<file path="config.mk">
export PLATFORM = sky130hd
export DESIGN_NAME = mux4_rr_arbiter
export DESIGN_NICKNAME = d
export VERILOG_FILES = /design/src/rtl/mux4_rr_arbiter.sv
export SDC_FILE = /design/constraint.sdc
export NUM_CORES = 1
export LEC_CHECK = 0
export CORE_MARGIN = 2
export CORE_UTILIZATION = 55
export DETAILED_ROUTE_END_ITERATION = 8
export GPL_TIMING_DRIVEN = 0
export PLACE_DENSITY = 0.85
export SLEW_MARGIN = 40
export SYNTH_ARGS = -nofsm -noshare
export SYNTH_HDL_FRONTEND = slang
export SYNTH_SLANG_ARGS = --single-unit
</file>
<file path="constraint.sdc">
create_clock -name clk -period 4.15 [get_ports clk]
set_input_delay 0.83 -clock clk [delete_from_list [all_inputs] [get_ports clk]]
set_output_delay 0.83 -clock clk [all_outputs]
set_load 0.005 [all_outputs]
</file>
<file path="src/rtl/mux4_rr_arbiter.sv">
// rtl/mux4_rr_arbiter.sv - round-robin arbiter driving the select lines of a 4-to-1 mux
// Optional forced release after MAX_HOLD grant cycles when ARB_TIMEOUT_EN is defined.
module mux4_rr_arbiter #(
  parameter int unsigned MAX_HOLD = 8
) (
  input  logic       clk,
  input  logic       rst_n,
  input  logic [3:0] req,
  output logic [3:0] grant,
  output logic       s0,
  output logic       s1,
  output logic       valid,
  output logic       preempt
);

  typedef enum logic {IDLE, OWN} state_t;

  state_t     state;
  logic [1:0] ptr;
  logic [1:0] owner;
  logic [1:0] ptr_next;
  logic [2:0] pick_idle;
  logic [2:0] pick_rel;

  if (MAX_HOLD < 2 || MAX_HOLD > 255) begin : g_bad_max_hold
    $error("MAX_HOLD must be in 2..255");
  end

  // Returns {found, index}; scanning offsets high-to-low lets the lowest offset from p win.
  function automatic logic [2:0] rr_pick(input logic [3:0] r, input logic [1:0] p);
    logic [1:0] idx;
    rr_pick = 3'b000;
    for (int i = 3; i >= 0; i--) begin
      idx = p + 2'(i);
      if (r[idx]) rr_pick = {1'b1, idx};
    end
  endfunction

  // The owner is masked so the same search serves both a release and a forced release.
  always_comb begin
    ptr_next  = owner + 2'd1;
    pick_idle = rr_pick(req, ptr);
    pick_rel  = rr_pick(req & ~(4'b0001 << owner), ptr_next);
  end

  // The select pair is the owner register itself, so it keeps its last value while idle.
  assign s0 = owner[0];
  assign s1 = owner[1];

`ifdef ARB_TIMEOUT_EN
  logic [7:0] hold;

  always_ff @(posedge clk or negedge rst_n) begin
    if (!rst_n) begin
      state   <= IDLE;
      ptr     <= 2'd0;
      owner   <= 2'd0;
      grant   <= 4'b0000;
      valid   <= 1'b0;
      preempt <= 1'b0;
      hold    <= 8'd0;
    end else begin
      preempt <= 1'b0;
      case (state)
        IDLE: begin
          if (pick_idle[2]) begin
            state <= OWN;
            owner <= pick_idle[1:0];
            grant <= 4'b0001 << pick_idle[1:0];
            valid <= 1'b1;
            hold  <= 8'd1;
          end
        end
        OWN: begin
          if (!req[owner]) begin
            ptr <= ptr_next;
            if (pick_rel[2]) begin
              owner <= pick_rel[1:0];
              grant <= 4'b0001 << pick_rel[1:0];
              hold  <= 8'd1;
            end else begin
              state <= IDLE;
              grant <= 4'b0000;
              valid <= 1'b0;
            end
          end else if (hold == 8'(MAX_HOLD)) begin
            ptr  <= ptr_next;
            hold <= 8'd1;
            if (pick_rel[2]) begin
              owner   <= pick_rel[1:0];
              grant   <= 4'b0001 << pick_rel[1:0];
              preempt <= 1'b1;
            end
          end else if (hold != 8'hFF) begin
            hold <= hold + 8'd1;
          end
        end
        default: state <= IDLE;
      endcase
    end
  end
`else
  assign preempt = 1'b0;

  always_ff @(posedge clk or negedge rst_n) begin
    if (!rst_n) begin
      state <= IDLE;
      ptr   <= 2'd0;
      owner <= 2'd0;
      grant <= 4'b0000;
      valid <= 1'b0;
    end else begin
      case (state)
        IDLE: begin
          if (pick_idle[2]) begin
            state <= OWN;
            owner <= pick_idle[1:0];
            grant <= 4'b0001 << pick_idle[1:0];
            valid <= 1'b1;
          end
        end
        OWN: begin
          if (!req[owner]) begin
            ptr <= ptr_next;
            if (pick_rel[2]) begin
              owner <= pick_rel[1:0];
              grant <= 4'b0001 << pick_rel[1:0];
            end else begin
              state <= IDLE;
              grant <= 4'b0000;
              valid <= 1'b0;
            end
          end
        end
        default: state <= IDLE;
      endcase
    end
  end
`endif

endmodule

</file>
**Yosys cells after proc, flatten, opt, wreduce, memory -nomap -nowiden**

Cells that the tools add are included.

- Equality and inequality tests: 4
- $add $sub $neg: 7
- Reductions and logical operators: 4
- Shift-type cells: 3
- Bitwise gates (word level): 4
- $lt $le $gt $ge: 9
- Muxes and demuxes: 42

Operators with widths:

| kind | number |
|---|---|
| $lt 2x3->1 const B | 9 |
| $mux 3 | 8 |
| $bmux 1 s2 | 9 |
| $mux 1 | 15 |
| $mux 4 | 3 |
| $shl 1x2->4 const A | 3 |
| $add 2x2->2 const B | 4 |
| $pmux 4 s2 | 1 |
| $add 2x1->2 const B | 3 |
| $mux 2 | 3 |
| $ne 2x2->1 const B | 3 |
| $reduce_and 3->1 | 2 |
| $and 4x4->4 | 1 |
| $not 4->4 | 1 |
| $pmux 1 s2 | 2 |
| $pmux 2 s2 | 1 |
| $reduce_and 2->1 | 2 |
| $ne 2x1->1 const B | 1 |
| $not 1->1 | 2 |

- Logic and storage cells: 78
- Output and inout port bits: 8
- Flip-flop bits (word level): 10
- Input port bits: 6

**Logic depth before layout (Yosys ltp)**

- Depth in word-level cells: 13
- Gate-level depth with buffers: 8

**Worst setup path before layout**

No wires, ideal clock.

- Path kind: input -> register
- Start: input req[0]
- End: register grant[2]
- Buffers on the path: 1
- Data arrival time: 1843 ps
- Stages on the path: 6
- Slack: 2168 ps
- Path through: buf_6 > nor2b_4 > a221o_1 > and2_4 > o211ai_2 > o221ai_1

- Cells in the longest elaborated chain, start to end: 11
- Elaborated cells on any way between the ends: 36
- Those cells by class: eq/ne (2); shift (2); mux (30); bitwise (1); reduce/logical (1)

RTL lines:

| what | line | RTL |
|---|---|---|
| start: declaration | 8 | `input logic [3:0] req,` |
| $and 4x4->4 | 43 | `pick_rel = rr_pick(req & ~(4'b0001 << owner), ptr_next);` |
| $bmux 1 s2 | 35 | `if (r[idx]) rr_pick = {1'b1, idx};` |
| $mux 1 (implied by the code) | 35 |  |
| $mux 3 (4 in series) | 35 |  |
| $shl 1x2->4 | 127 | `grant <= 4'b0001 << pick_rel[1:0];` |
| $mux 4 | 125 | `if (pick_rel[2]) begin` |
| $mux 4 | 123 | `if (!req[owner]) begin` |
| $pmux 4 s2 | 113 | `case (state)` |
| end signal: assignment | 118 | `grant <= 4'b0001 << pick_idle[1:0];` |
| end signal: assignment | 127 |  |
| end: declaration | 9 | `output logic [3:0] grant,` |

Parallel ways exist; a longest one is shown, timed or not. The select of a mux whose other input is x is not followed.
A chain may end at the register's enable or synchronous reset.

**Worst setup path in the final report**

- Start: input req[1]
- End: register owner[0]

- Cells in the longest elaborated chain, start to end: 10
- Elaborated cells on any way between the ends: 35
- Those cells by class: eq/ne (3); mux (30); bitwise (1); reduce/logical (1)

RTL lines:

| what | line | RTL |
|---|---|---|
| $and 4x4->4 | 43 |  |
| $bmux 1 s2 | 35 |  |
| $mux 1 (implied by the code) | 35 |  |
| $mux 3 (4 in series) | 35 |  |
| $mux 2 | 125 |  |
| $mux 2 | 123 |  |
| $pmux 2 s2 | 113 |  |
| end signal: assignment | 117 | `owner <= pick_idle[1:0];` |
| end signal: assignment | 126 | `owner <= pick_rel[1:0];` |
| end: declaration | 20 | `logic [1:0] owner;` |

Parallel ways exist; a longest one is shown, timed or not. The select of a mux whose other input is x is not followed.

==> impl_metrics.env <==
export IMPL_syn_instance_count=93
export IMPL_clock_skew_ns=0.002485
export IMPL_ys_warn_count=0
export IMPL_clk_pin_slew_ns=0.07
export IMPL_rows=14
export IMPL_ff2ff_path_depth=7
export IMPL_dpl_hpwl_um=1523
export IMPL_diodes=0
export IMPL_postCtsResizedCells=0
export IMPL_grt_pass1_vias=766
export IMPL_synth_cell_type_count=41
export IMPL_worstPathRequired_ns=4.30
export IMPL_clockRootBuffer="clkbuf_4"
export IMPL_fin_crit_sh_pct=58.70
export IMPL_die_area_mm2=0.001947
export IMPL_drv_cap=0
export IMPL_overflow=0
export IMPL_grt_total_usage_pct=22.59
export IMPL_instances_no_fill=124
export IMPL_clock_sinks=10
export IMPL_worstPathMaxFanout=7
export IMPL_cts_tree="done"
export IMPL_synth_edf_count=0
export IMPL_synth_async_reset_ratio_pct=100.0
export IMPL_synth_nets=103
export IMPL_postRouteAntennaNets=0
export IMPL_drc=0
export IMPL_final_setup_worst_slack_ns=1.714
export IMPL_h_tree_depth=1
export IMPL_fin_crit_ns=2.436
export IMPL_routed_via_density=6.048
export IMPL_vias=750
export IMPL_nets=119
export IMPL_p_leak_uw=0.0004571
export IMPL_r2r_start="owner[0]"
export IMPL_dr_first_iter_drc_count=16
export IMPL_ys_ff_latch=10
export IMPL_core_area_mm2=0.001506
export IMPL_wl_per_cell_um=16.23
export IMPL_synth_flop_cell="dfrtp_1"
export IMPL_synthesis_area_um2=885.9
export IMPL_hold_violations=0
export IMPL_die_w_um=44.13
export IMPL_reg2reg_to="grant[2]"
export IMPL_reg2reg_slack_ns=2.02
export IMPL_globalplace_congestion=0.8975
export IMPL_pin_count=14
export IMPL_arrival_ns=2.59
export IMPL_first_pass_iters=4
export IMPL_crit_path_end_kind="flop"
export IMPL_antenna_found_initial=0
export IMPL_syn_to_final_growth_pct=18.79
export IMPL_portBuffers=11
export IMPL_setup_violations=0
export IMPL_rsz0062_at_grt="false"
export IMPL_status="finished, final reports clean"
export IMPL_crit_start="req[1]"
export IMPL_powerDensity_mw_per_mm2=804.3
export IMPL_finalSetupTns_ns=0
export IMPL_fillers=122
export IMPL_crit_path_end="owner[0]"
export IMPL_clockBufferDepth=2
export IMPL_final_layout_size_suffix_gt1_share_pct=23.15
export IMPL_initial_core_util_pct=58.80
export IMPL_worstSkewPairLatency_ns=0.27
export IMPL_max_freq_mhz=410.5
export IMPL_layout_common_cells="11 x clkdlybuf4s50_1, 10 x dfrtp_1, 8 x nor2_1"
export IMPL_dp_cells=120
export IMPL_synth_area_per_cell_um2=9.525
export IMPL_numCtsBuffers=3
export IMPL_irDropWorstVdd_v=0.0004630
export IMPL_worstSetupPathType="input port to flop"
export IMPL_ctsHoldBuffers=0
export IMPL_grt_pass1_wl_um=3249
export IMPL_hold_class="flop to flop"
export IMPL_final_common_cell="clkdlybuf4s50_1"
export IMPL_place_ws_ns=1.445
export IMPL_yosysSeqAreaShare_pct=28.25
export IMPL_grt_max_degree=11
export IMPL_cts_setup_buffers=0
export IMPL_setup_worst_path_start_class="input port"
export IMPL_drt_total_wl_um=2013
export IMPL_fp_dieH_um=44.13
export IMPL_drv_slew=0
per-stage QoR:
stage,area (um^2),power (uW),util [%],hold WS [ns]
final,1052,846.3,69.85,0.5588
after global routing,1052,902.4,69.85,0.5709
after CTS,1052,847.5,69.85,0.5548
after detailed placement,1016,755.0,67.44,0.5393
after global placement,1016,730.5,67.44,0.5206
after floorplan,885.9,596.9,-,0.4864
critical path: stages:
cell             delay (ns)
clkdlybuf4s50_1        0.56
and2b_4                0.27
nor4_4                 0.35
nor2_2                 0.10
nor2_2                 0.16
mux2_4                 0.31
layout make-up:
class                           count  area [um^2]  share of cell area [%]
Multi-Input combinational cell     71        576.8                   54.82
Sequential cell                    10        250.2                   23.78
Timing Repair Buffer               11        110.1                   10.46
Clock buffer                        4        36.28                   3.448
Inverter                            8        30.03                   2.854
Buffer                              4        28.78                   2.735
Tap cell                           16        20.02                   1.902
per-layer routing:
| layer | vias to the layer above | global-route usage (%) | part of all wire (%) |
|---|---|---|---|
| li1 | 365 | - | - |
| met1 | 353 | 28.09 | 43 |
| met2 | 26 | 37.35 | 49 |
| met3 | 6 | 2.041 | 5.8 |
| met4 | 0 | 14.55 | 2.1 |
| met5 | - | 0 | 0 |
registers in the layout (all words and copies together), names as in the netlist:
name and flops:
grant 4, owner 2, ptr 2, state 1
valid 1
worst min-delay path by stage:
stage	from	endpoint	slack, ns	cells after the start
2_1_floorplan	ptr[0]	ptr[0]	0.49	2
3_3_place_gp	ptr[0]	ptr[0]	0.52	2
3_5_place_dp	ptr[0]	ptr[0]	0.54	2
4_1_cts	ptr[0]	ptr[0]	0.55	2
5_1_grt	ptr[0]	ptr[0]	0.57	2
6_report	grant[3]	grant[3]	0.56	2
power breakdown:
group / switching (uW) / leakage [uW] / internal [uW]
Clock: 34.2 / 0.0000210 / 53.3
Combinational: 274 / 0.000318 / 296
Sequential: 43.0 / 0.000118 / 146
Total: 352 / 0.000457 / 495
logic make-up after synthesis:
group	after synthesis	synth area share (%)
muxes	8	9.745
DFF	10	28.25
other	1	0.4233
and+or+nand+nor	34	27.97
AOI/OAI and AO/OA	24	21.33
adders and majority gates	4	5.650
buffers and inverters	12	6.639
cell usage after synthesis (3+ instances only):
library cell	instances	area share [%]
a21oi_1	7	4.0
nand3b_1	3	2.5
inv_1	7	3.0
nor2_1	8	3.4
ha_1	4	5.6
mux2i_1	6	6.8
o21ai_0	3	1.7
nand3_1	3	1.7
and2b_4	3	3.4
dfrtp_1	10	28
nand2b_1	3	2.1
No activity file was read; power rests on OpenSTA's default activity.
